### src/rtl/mem_wb_latch.sv
// MEM/WB pipeline register with hold, flush and one-cycle injection of multiply/divide results.
// Optional retired-slot counter enabled by defining MEMWB_RETIRE_COUNT_EN.
module mem_wb_latch #(
    parameter int               WIDTH   = 32,
    parameter logic [WIDTH-1:0] NOP_INS = 32'h00000000
) (
    input  logic             clock,
    input  logic             reset,
    input  logic             enable,
    input  logic             flush,
    input  logic [WIDTH-1:0] insIn,
    input  logic [WIDTH-1:0] aluIn,
    input  logic [WIDTH-1:0] memDataIn,
    input  logic [WIDTH-1:0] pcIn,
    input  logic             mdReady,
    input  logic [WIDTH-1:0] mdResult,
    input  logic [4:0]       mdDest,
    output logic [WIDTH-1:0] insOut,
    output logic [WIDTH-1:0] aluOut,
    output logic [WIDTH-1:0] memDataOut,
    output logic [WIDTH-1:0] pcOut,
    output logic             valid,
    output logic             wbStall,
`ifdef MEMWB_RETIRE_COUNT_EN
    output logic [31:0]      retiredCount,
`endif
    output logic             mdOverrun
);

    typedef enum logic [0:0] {
        IDLE    = 1'b0,
        PENDING = 1'b1
    } state_t;

    state_t           state_r;
    state_t           next_state_s;
    logic [WIDTH-1:0] md_result_r;
    logic [4:0]       md_dest_r;

    logic [WIDTH-1:0] ins_next_s;
    logic [WIDTH-1:0] alu_next_s;
    logic [WIDTH-1:0] mem_next_s;
    logic [WIDTH-1:0] pc_next_s;
    logic             valid_next_s;
    logic             load_s;
    logic [WIDTH-1:0] inject_ins_s;

    // State register
    always_ff @(posedge clock or posedge reset) begin
        if (reset) begin
            state_r <= IDLE;
        end else begin
            state_r <= next_state_s;
        end
    end

    // Next-state logic: an accepted result always spends exactly one cycle pending
    always_comb begin
        next_state_s = IDLE;
        case (state_r)
            IDLE: begin
                if (mdReady) begin
                    next_state_s = PENDING;
                end else begin
                    next_state_s = IDLE;
                end
            end
            PENDING: next_state_s = IDLE;
            default: next_state_s = IDLE;
        endcase
    end

    // FSM outputs: upstream freezes for the whole pending cycle
    always_comb begin
        wbStall = 1'b0;
        case (state_r)
            IDLE:    wbStall = 1'b0;
            PENDING: wbStall = 1'b1;
            default: wbStall = 1'b0;
        endcase
    end

    // Synthetic R-type word with rd in bits 26:22
    always_comb begin
        inject_ins_s        = '0;
        inject_ins_s[26:22] = md_dest_r;
    end

    // Next slot contents; injection outranks flush and enable
    always_comb begin
        ins_next_s   = insOut;
        alu_next_s   = aluOut;
        mem_next_s   = memDataOut;
        pc_next_s    = pcOut;
        valid_next_s = valid;
        load_s       = 1'b0;
        if (state_r == PENDING) begin
            ins_next_s   = inject_ins_s;
            alu_next_s   = md_result_r;
            mem_next_s   = '0;
            pc_next_s    = '0;
            valid_next_s = 1'b1;
            load_s       = 1'b1;
        end else if (flush) begin
            ins_next_s   = NOP_INS;
            alu_next_s   = '0;
            mem_next_s   = '0;
            pc_next_s    = '0;
            valid_next_s = 1'b0;
            load_s       = 1'b1;
        end else if (enable) begin
            ins_next_s   = insIn;
            alu_next_s   = aluIn;
            mem_next_s   = memDataIn;
            pc_next_s    = pcIn;
            valid_next_s = 1'b1;
            load_s       = 1'b1;
        end else begin
            load_s       = 1'b0;
        end
    end

    // Slot registers
    always_ff @(posedge clock or posedge reset) begin
        if (reset) begin
            insOut     <= NOP_INS;
            aluOut     <= '0;
            memDataOut <= '0;
            pcOut      <= '0;
            valid      <= 1'b0;
        end else begin
            insOut     <= ins_next_s;
            aluOut     <= alu_next_s;
            memDataOut <= mem_next_s;
            pcOut      <= pc_next_s;
            valid      <= valid_next_s;
        end
    end

    // Held multdiv result; only accepted while idle so the first result wins
    always_ff @(posedge clock or posedge reset) begin
        if (reset) begin
            md_result_r <= '0;
            md_dest_r   <= 5'd0;
        end else if ((state_r == IDLE) && mdReady) begin
            md_result_r <= mdResult;
            md_dest_r   <= mdDest;
        end else begin
            md_result_r <= md_result_r;
            md_dest_r   <= md_dest_r;
        end
    end

    // Sticky overrun: a second result arrived while one was still pending
    always_ff @(posedge clock or posedge reset) begin
        if (reset) begin
            mdOverrun <= 1'b0;
        end else if ((state_r == PENDING) && mdReady) begin
            mdOverrun <= 1'b1;
        end else begin
            mdOverrun <= mdOverrun;
        end
    end

`ifdef MEMWB_RETIRE_COUNT_EN
    // Count newly loaded valid slots; held slots are not recounted, wraps naturally
    always_ff @(posedge clock or posedge reset) begin
        if (reset) begin
            retiredCount <= 32'd0;
        end else if (load_s && valid_next_s) begin
            retiredCount <= retiredCount + 32'd1;
        end else begin
            retiredCount <= retiredCount;
        end
    end
`else
    logic unused_load_s;
    assign unused_load_s = load_s;
`endif

endmodule

### config.mk
export PLATFORM = sky130hd
export DESIGN_NAME = mem_wb_latch
export DESIGN_NICKNAME = d
export VERILOG_FILES = /design/src/rtl/mem_wb_latch.sv
export SDC_FILE = /design/constraint.sdc
export NUM_CORES = 1
export LEC_CHECK = 0
export CORE_MARGIN = 2
export CORE_UTILIZATION = 45
export DETAILED_ROUTE_END_ITERATION = 12
export GPL_ROUTABILITY_DRIVEN = 1
export PLACE_DENSITY = 0.88
export SKIP_LAST_GASP = 1
export SLEW_MARGIN = 25
export SYNTH_ARGS = -nofsm -noshare
export SYNTH_HDL_FRONTEND = slang
export SYNTH_SLANG_ARGS = --single-unit
### constraint.sdc
create_clock -name clock -period 8.73 [get_ports clock]
set_clock_uncertainty 0.1 [all_clocks]
set_input_delay 1.746 -clock clock [delete_from_list [all_inputs] [get_ports clock]]
set_output_delay 1.746 -clock clock [all_outputs]
set_load 0.005 [all_outputs]
==> impl_metrics.py <==
metrics = {
    "power": {
        "ir_worst_vdd_v": 0.000133,
        "p_leak_nw": 4.78,
        "power_density_nw_per_um2": 187,
    },
    "clock_network": {
        "cts_buffer_depth": 2,
        "cts.sinks": 168,
        "clk_pin_slew_ns": 0.06,
        "cts_hold_buf": 0,
        "cts_resized": 0,
        "tritoncts": "done",
        "post-cts-setup-buffers": 0,
        "numCtsBuffers": 17,
        "cts_max_level": 4,
        "clk-insertion-delay-late_ns": 0.42,
        "clockRootBuffer": "clkbuf_16",
    },
    "place": {
        "gp_congestion": 0.775,
        "io_buffer_count": 300,
        "dp_slack_ns": 4.66,
        "dp_hpwl_mm": 12.2,
    },
    "final_layout": {
        "final_util_pct": 70.0,
        "fillers": 1086,
        "syn_to_final_growth_pct": 53.9,
        "drive_above_1_share_pct": 6.44,
        "num_antenna_cells": 0,
        "final_nets": 998,
    },
    "synthesis": {
        "ys_ff_latch": 168,
        "syn_avg_cell_area_sq_um": 12.6,
        "yosysTopAreaCell": "dfrtp_1",
        "syn-cell-area_sq_um": 6830,
        "synth_cell_type_count": 17,
        "yosysWarnings": 0,
        "syn_inst": 541,
        "netlist_top_cells_area": "dfrtp_1 (62%), mux2i_1 (19%), nor2_1 (5.1%), mux2_1 (3.1%), mux2_2 (3.0%)",
        "synth_top_area_share_pct": 61.5,
        "synth_fp_nets": 711,
        "ys_seq_area_share_pct": 61.5,
    },
    "run": {
        "drv_cap": 0,
    },
    "worst_hold_path": {
        "hp-class": "reg2reg",
        "min_from": "mdOverrun$_DFFE_PP0P_",
    },
    "status": {
        "outcome": "finished clean",
    },
    "worst_setup_path": {
        "end_kind": "flip-flop",
        "required_ns": 8.89,
        "arrival_ns": 3.79,
        "path_max_fanout": 69,
        "path_class": "in2reg",
        "timing.rr.start": "state_r$_DFF_PP0_",
        "slowest_delay_ns": 0.67,
        "crit_path_start": "flush",
        "crit_slowest_cell": "buf_4",
        "startpoint_type": "input pin",
        "cp_cell_sequence": "clkdlybuf4s50_1 -> or2_4 -> buf_4 -> o21ai_0",
    },
    "timing": {
        "period_needed_ns": 3.63,
        "max_freq_mhz": 275,
        "fin_tns_setup_ns": 0,
        "maxSlewHeadroom_pct": 44.7,
        "worst_pin_slew_ns": 0.830,
        "rsz0062_at_grt": "no",
        "final-setup-viol-count": 0,
        "fin_crit_sh_pct": 41.6,
        "finalWorstSetupSlack_ns": 5.10,
        "slew_violations": 0,
        "hold_violations": 0,
    },
    "detailed_routing": {
        "route.detailed.wl_per_inst_um": 17.3,
        "drtPass1Iterations": 6,
        "wl_mm": 17.7,
        "vias": 5135,
        "drc_errors": 0,
        "antenna_left": 0,
        "viasPerCell": 5.00,
        "drtIter0Drc": 171,
    },
    "global_route": {
        "grt_pass1_wl_mm": 27.9,
        "grt_max_degree": 90,
        "grt_antenna_before_repair": 0,
        "overflow": 0,
        "grt_util_all_layers_pct": 22.2,
        "grt_pass1_vias": 5321,
    },
    "die": {
        "io_pins": 301,
        "die_h_um": 127,
        "core_area_sq_um": 15000,
        "rows": 45,
        "fp.dieW_um": 127,
        "fp.dieArea_sq_um": 16200,
        "start_util_pct": 45.5,
    },
}
[metal layers]
| layer | track usage (%) | vias up | routed length, um |
|---|---|---|---|
| li1 | - | 2397 | - |
| met1 | 25.3 | 2504 | 6880 |
| met2 | 37.3 | 199 | 8800 |
| met3 | 8.88 | 35 | 1540 |
| met4 | 9.63 | 0 | 525 |
| met5 | 0 | - | 0 |
[state kept, by name, summed over array words and instances, names as in the netlist]
signal       cells
memDataOut      32
valid            1
insOut          32
md_result_r     32
md_dest_r        5
mdOverrun        1
aluOut          32
state_r          1
pcOut           32
[final cells by class]
| cell class | instances | area, sq um | area share, % |
|---|---|---|---|
| well taps | 188 | 235 | 2.24 |
| flip-flops and latches | 168 | 4200 | 40.0 |
| inverters | 1 | 8.76 | 0.0833 |
| repair buffers | 305 | 3070 | 29.2 |
| multi-input cells | 335 | 2400 | 22.9 |
| clock inverters | 7 | 119 | 1.13 |
| clock buffers | 23 | 478 | 4.54 |
[worst paths after layout]
kind	end	slack (ns)	cells past startpoint
max reg2reg	insOut[22]$_DFFE_PP0P_	6.02	4
min in group asynchronous	memDataOut[8]$_DFFE_PP0P_	1.75	2
min	mdOverrun$_DFFE_PP0P_	0.36	1
max in group asynchronous	memDataOut[5]$_DFFE_PP0P_	5.56	3
max	insOut[22]$_DFFE_PP0P_	5.10	4
min reg2reg	mdOverrun$_DFFE_PP0P_	0.36	1
[layout by cell type (no fill, tap or decap), types with 2 or more instances in the layout]
| cell | count |
|---|---|
| bufinv_16 | 3 |
| nor2_1 | 92 |
| clkbuf_1 | 3 |
| dfrtp_1 | 168 |
| clkbuf_8 | 3 |
| buf_6 | 3 |
| nand2_1 | 37 |
| mux2_1 | 19 |
| o21ai_1 | 2 |
| clkbuf_16 | 17 |
| o21ai_0 | 35 |
| mux2_2 | 18 |
| clkinvlp_4 | 2 |
| mux2i_1 | 128 |
| buf_4 | 2 |
| clkdlybuf4s50_1 | 299 |
[through the flow]
step                area (sq um)  power, W  hold slack (ns)  instances
floorplan                   6830   0.00102            0.346        541
global placement            9890   0.00120            0.347        996
detailed placement          9910   0.00121            0.346        997
CTS                        10500   0.00198            0.365       1027
global route               10500   0.00205            0.393       1027
finish                     10500   0.00196            0.359       1027
[synth_stat cells]
master    count
mux2_1       19
a21o_1        1
mux2_2       18
buf_4        13
dfrtp_1     168
nand2_1      37
o21ai_1       2
nor2_1       92
or2_1         1
mux2i_1     128
nor2b_1       1
buf_2        11
buf_6         4
o21bai_1      1
o21ai_0      35
clkbuf_1      9
inv_1         1
[critical path, delay by kind of cell]
kind / cells / cell delay (ns)
AO/OA/AOI/OAI: 1 / 0.24
buffers and inverters: 2 / 1.15
AND/OR/NAND/NOR: 1 / 0.53
[where the power goes]
group	total (W)	internal [W]	switching, W
logic	0.000316	0.000196	0.000119
registers	0.000882	0.000845	0.0000368
clock network	0.000765	0.000470	0.000295
[logic make-up (layout without fill, tap and decap cells)]
logic type | count (synthesis) | in the layout | share of synthesized area (%)
flip-flops | 168 | 168 | 61.5
multiplexers | 165 | 165 | 24.8
AND/OR/NAND/NOR | 131 | 131 | 7.27
AO/OA/AOI/OAI | 39 | 39 | 2.93
buffers and inverters | 38 | 336 | 3.44
Note: power is estimated with default switching activity, not from simulation.
